===== src/rtl/draw_scheduler.sv =====
// Frame draw scheduler: sequences the car, tower and laser engines and muxes the
// active engine onto a registered framebuffer write port. Watchdog: DRAW_WATCHDOG_EN.
module draw_scheduler #(
    parameter logic [15:0] WD_LIMIT = 16'd40000
) (
    input  logic        clk,
    input  logic        reset,
    input  logic        frame_tick,
    output logic        car_start,
    output logic        tower_start,
    output logic        laser_start,
    input  logic        car_done,
    input  logic        tower_done,
    input  logic        laser_done,
    input  logic        car_wren,
    input  logic        tower_wren,
    input  logic        laser_wren,
    input  logic [14:0] car_coord,
    input  logic [14:0] tower_coord,
    input  logic [14:0] laser_coord,
    input  logic [8:0]  car_colour,
    input  logic [8:0]  tower_colour,
    input  logic [8:0]  laser_colour,
    output logic        vga_wren,
    output logic [14:0] vga_coord,
    output logic [8:0]  vga_colour,
    output logic [1:0]  phase,
    output logic        busy,
    output logic [7:0]  overrun_cnt,
    output logic        timeout
);

    if (WD_LIMIT == 16'd0) begin : g_bad_limit
        $error("draw_scheduler: WD_LIMIT must be nonzero");
    end

    typedef enum logic [1:0] {
        S_IDLE  = 2'd0,
        S_CAR   = 2'd1,
        S_TOWER = 2'd2,
        S_LASER = 2'd3
    } state_t;

    state_t      state_q, state_d;
    logic        car_start_q, car_start_d;
    logic        tower_start_q, tower_start_d;
    logic        laser_start_q, laser_start_d;
    logic        vga_wren_q, vga_wren_d;
    logic [14:0] vga_coord_q, vga_coord_d;
    logic [8:0]  vga_colour_q, vga_colour_d;
    logic [7:0]  overrun_q, overrun_d;
    logic        phase_done;
    logic        advance;

    always_comb begin
        phase_done = 1'b0;
        unique case (state_q)
            S_CAR:   phase_done = car_done;
            S_TOWER: phase_done = tower_done;
            S_LASER: phase_done = laser_done;
            default: phase_done = 1'b0;
        endcase
    end

`ifdef DRAW_WATCHDOG_EN
    logic [15:0] wd_cnt_q, wd_cnt_d;
    logic        timeout_q, timeout_d;
    logic        wd_expire;

    // The entry cycle counts as cycle 1, so expiry fires on count LIMIT-1.
    assign wd_expire = (state_q != S_IDLE) && (wd_cnt_q >= WD_LIMIT - 16'd1);
    assign advance   = phase_done | wd_expire;

    always_comb begin
        timeout_d = timeout_q | (wd_expire & ~phase_done);
        wd_cnt_d  = '0;
        if (state_d == state_q && state_q != S_IDLE) begin
            wd_cnt_d = wd_cnt_q + 16'd1;
        end
    end

    always_ff @(posedge clk or posedge reset) begin
        if (reset) begin
            wd_cnt_q  <= '0;
            timeout_q <= 1'b0;
        end else begin
            wd_cnt_q  <= wd_cnt_d;
            timeout_q <= timeout_d;
        end
    end

    assign timeout = timeout_q;
`else
    assign advance = phase_done;
    assign timeout = 1'b0;
`endif

    always_comb begin
        state_d = state_q;
        unique case (state_q)
            S_IDLE:  if (frame_tick) state_d = S_CAR;
            S_CAR:   if (advance)    state_d = S_TOWER;
            S_TOWER: if (advance)    state_d = S_LASER;
            S_LASER: if (advance)    state_d = S_IDLE;
            default: state_d = S_IDLE;
        endcase

        car_start_d   = (state_d == S_CAR)   && (state_q != S_CAR);
        tower_start_d = (state_d == S_TOWER) && (state_q != S_TOWER);
        laser_start_d = (state_d == S_LASER) && (state_q != S_LASER);

        // Ticks seen while not IDLE are dropped, including the LASER->IDLE cycle.
        overrun_d = overrun_q;
        if (frame_tick && state_q != S_IDLE && overrun_q != 8'hFF) begin
            overrun_d = overrun_q + 8'd1;
        end

        vga_wren_d   = 1'b0;
        vga_coord_d  = '0;
        vga_colour_d = '0;
        unique case (state_q)
            S_CAR: begin
                vga_wren_d   = car_wren;
                vga_coord_d  = car_coord;
                vga_colour_d = car_colour;
            end
            S_TOWER: begin
                vga_wren_d   = tower_wren;
                vga_coord_d  = tower_coord;
                vga_colour_d = tower_colour;
            end
            S_LASER: begin
                vga_wren_d   = laser_wren;
                vga_coord_d  = laser_coord;
                vga_colour_d = laser_colour;
            end
            default: ;
        endcase
    end

    always_ff @(posedge clk or posedge reset) begin
        if (reset) begin
            state_q       <= S_IDLE;
            car_start_q   <= 1'b0;
            tower_start_q <= 1'b0;
            laser_start_q <= 1'b0;
            vga_wren_q    <= 1'b0;
            vga_coord_q   <= '0;
            vga_colour_q  <= '0;
            overrun_q     <= '0;
        end else begin
            state_q       <= state_d;
            car_start_q   <= car_start_d;
            tower_start_q <= tower_start_d;
            laser_start_q <= laser_start_d;
            vga_wren_q    <= vga_wren_d;
            vga_coord_q   <= vga_coord_d;
            vga_colour_q  <= vga_colour_d;
            overrun_q     <= overrun_d;
        end
    end

    assign car_start   = car_start_q;
    assign tower_start = tower_start_q;
    assign laser_start = laser_start_q;
    assign vga_wren    = vga_wren_q;
    assign vga_coord   = vga_coord_q;
    assign vga_colour  = vga_colour_q;
    assign phase       = state_q;
    assign busy        = (state_q != S_IDLE);
    assign overrun_cnt = overrun_q;

endmodule


===== config.mk =====
export PLATFORM = sky130hd
export DESIGN_NAME = draw_scheduler
export DESIGN_NICKNAME = d
export VERILOG_FILES = /design/src/rtl/draw_scheduler.sv
export SDC_FILE = /design/constraint.sdc
export NUM_CORES = 1
export LEC_CHECK = 0
export CORE_MARGIN = 1
export CORE_UTILIZATION = 70
export CTS_BUF_LIST = sky130_fd_sc_hd__clkbuf_8
export DETAILED_ROUTE_END_ITERATION = 7
export DONT_BUFFER_PORTS = 1
export PLACE_DENSITY = 0.9
export SKIP_LAST_GASP = 1
export SYNTH_ARGS = -nofsm -noshare
export SYNTH_HDL_FRONTEND = slang
export SYNTH_SLANG_ARGS = --single-unit

===== constraint.sdc =====
create_clock -name clk -period 4.71 [get_ports clk]
set_input_delay 0.471 -clock clk [delete_from_list [all_inputs] [get_ports clk]]
set_output_delay 0.471 -clock clk [all_outputs]
set_load 0.05 [all_outputs]

==> results.sh <==
export IMPL_rsz0062_at_grt="false"
export IMPL_required_ps=4920
export IMPL_grt_pass1_vias=1148
export IMPL_grt_max_degree=36
export IMPL_p_per_area_nw_per_um2=924
export IMPL_syn_inst=147
export IMPL_met3_usage_pct=7.47
export IMPL_critPathMaxFanout=35
export IMPL_worst_setup_path_end_kind="flip-flop"
export IMPL_hpwlAfterDp_um=2520
export IMPL_met1_usage_pct=26.6
export IMPL_layout_min_cycle_time_ps=2280
export IMPL_grt_pass1_wl_um=5010
export IMPL_routed_via_density=6.79
export IMPL_antenna_found_initial=0
export IMPL_tightest_slew_ps=960
export IMPL_io_buffers=0
export IMPL_setup_ws_ps=2430
export IMPL_start_kind="flip-flop"
export IMPL_cts_tree="built"
export IMPL_drv_cap=0
export IMPL_cts_resized=0
export IMPL_finalNetCount=224
export IMPL_max_freq_mhz=439
export IMPL_first_pass_iters=4
export IMPL_arrival_ps=2490
export IMPL_postSynthAreaPerCell_um2=12.6
export IMPL_dp_slack_ps=2430
export IMPL_coreArea_um2=2500
export IMPL_leakagePower_nw=0.870
export IMPL_die_area_um2=2860
export IMPL_grt_busiest_layer="met2"
export IMPL_max_stage_delay_ps=990
export IMPL_setup_viol=0
export IMPL_wirelength_um=3410
export IMPL_cp_top_family="flip-flops"
export IMPL_clk_pin_slew_ps=70
export IMPL_synth_edf_count=0
export IMPL_layout_drive_gt1_share_pct=32.2
export IMPL_clock_skew_final_ps=3.68
export IMPL_overflow=0
export IMPL_synth_seq_cells=38
export IMPL_drc=0
export IMPL_cts_buffer_depth=2
export IMPL_ios=121
export IMPL_worstSetupPathType="reg -> reg"
export IMPL_peakVddDrop_mv=0.666
export IMPL_die_w_um=53.5
export IMPL_mostFrequentLayoutCell="dfrtp_1"
export IMPL_ys_seq_area_share_pct=51.2
export IMPL_tns_ps=0
export IMPL_htreeDepth=2
export IMPL_crit_chain="nor2b_2 > a22o_1"
export IMPL_outcome="completed"
export IMPL_std_cell_rows=18
export IMPL_place_congestion=0.674
export IMPL_post_route_period_util_pct=48.4
export IMPL_grt_total_usage_pct=25.3
export IMPL_start_util_pct=74.3
export IMPL_die_y_um=53.5
export IMPL_area_growth_syn_to_layout_pct=3.37
export IMPL_num_antenna_cells=0
export IMPL_drtAntennaViolNets=0
export IMPL_slew_violations=0
export IMPL_finalHoldViolations=0
export IMPL_cts_sinks=38
export IMPL_grt_util_met2_pct=45.6
export IMPL_ctsRootBufferMaster="clkbuf_8"
export IMPL_relSlewSlack_pct=35.7
export IMPL_synth_top_area_share_pct=51.2
export IMPL_synth_cell_types=34
export IMPL_mostFrequentLayoutCells="36 x dfrtp_1, 27 x mux2_2, 25 x a22o_1"
export IMPL_numCtsBuffers=5
export IMPL_routedWlPerCell_um=19.7
export IMPL_drt_iter0_markers=22
export IMPL_clk_latency_ps=270
export IMPL_holdBufCountCts=0
export IMPL_syn_nets=229
export IMPL_vias=1174
export IMPL_hold_class="in -> async"
export IMPL_ys_async_sr_fraction_pct=100
export IMPL_synth_top_area_cell="dfrtp_1"
export IMPL_cts_setup_buffers=0
export IMPL_cp_num_buf_inv=0
export IMPL_cp_slowest_cell="dfrtp_2"
export IMPL_synthFlopType="dfrtp_1"
export IMPL_synth_area_um2=1860
export IMPL_ys_top_cells_by_area="dfrtp_1 51%, mux2_2 16%, a22o_1 12%"
export IMPL_ys_warn_count=0
power breakdown:
part	total, mW	leakage, nW	internal (mW)	switching (mW)
clock network	0.217	0.0524	0.116	0.101
logic	0.382	0.348	0.234	0.148
registers	1.17	0.470	0.463	0.711
worst reg2reg max path, stage by stage, from the launching register on:
cell and delay (ps):
dfrtp_2 990, nor2b_2 950, a22o_1 280
per-stage QoR:
stage | instances | total power [mW] | hold WS, ps | instance area, um^2 | util [%]
5_1_grt | 173 | 1.87 | 26.7 | 1920 | 76.8
3_5_place_dp | 165 | 1.57 | 316 | 1830 | 73.2
2_1_floorplan | 147 | 1.51 | 577 | 1860 | -
3_3_place_gp | 165 | 1.54 | 308 | 1830 | 73.2
6_report | 173 | 1.77 | 10.8 | 1920 | 76.8
4_1_cts | 173 | 1.78 | 15.9 | 1920 | 76.8
Yosys cell counts (2+ instances only):
cell type and number:
buf_4 4, a31oi_1 2, xor2_1 2, a211oi_1 2, a22o_1 25, inv_1 4
a21oi_1 2, nand2_1 5, buf_2 6, nor3_1 2, dfrtp_1 38, nand3_1 3
mux2_2 27, nor2_1 5
flip-flops by register name, indices dropped and copies added (netlist names):
name and cells:
laser_start 1, phase 2, vga_wren 1, tower_start 1, overrun_cnt 8, vga_coord 15, vga_colour 9, car_start 1
path summary, 6_finish.rpt:
check                                  to  slack, ps  depth (start not counted)           start
hold reg to reg            overrun_cnt[0]        880                          1  overrun_cnt[0]
max in group asynchronous   vga_coord[14]       4040                          2           reset
setup reg to reg            vga_colour[2]       2430                          2        phase[1]
setup / recovery            vga_colour[2]       2430                          2        phase[1]
hold / removal             overrun_cnt[1]         10                          1           reset
min in group clk                 phase[1]        290                          1      laser_done
kinds of logic after synthesis:
group | synth area share (%)
DFF | 51.2
AOI/OAI and AO/OA | 17.0
muxes | 18.4
and+or+nand+nor | 6.06
buffers and inverters | 5.05
xor gates and xnor gates | 1.41
adders and majority gates | 0.673
other | 0.202
area by class of cell:
type / count / area [um^2]
clock buffers: 6 / 82.6
clock inverters: 2 / 8.76
fillers: 148 / 579
inverters: 4 / 15.0
multi-input cells: 92 / 816
flip-flops and latches: 38 / 953
well taps: 30 / 37.5
repair buffers: 1 / 7.51
per-layer routing:
metal,up-vias,wire length (um)
li1,527,-
met1,565,1170
met2,78,1890
met3,4,299
met4,0,42
met5,-,0
No activity file was read; power rests on OpenSTA's default activity.
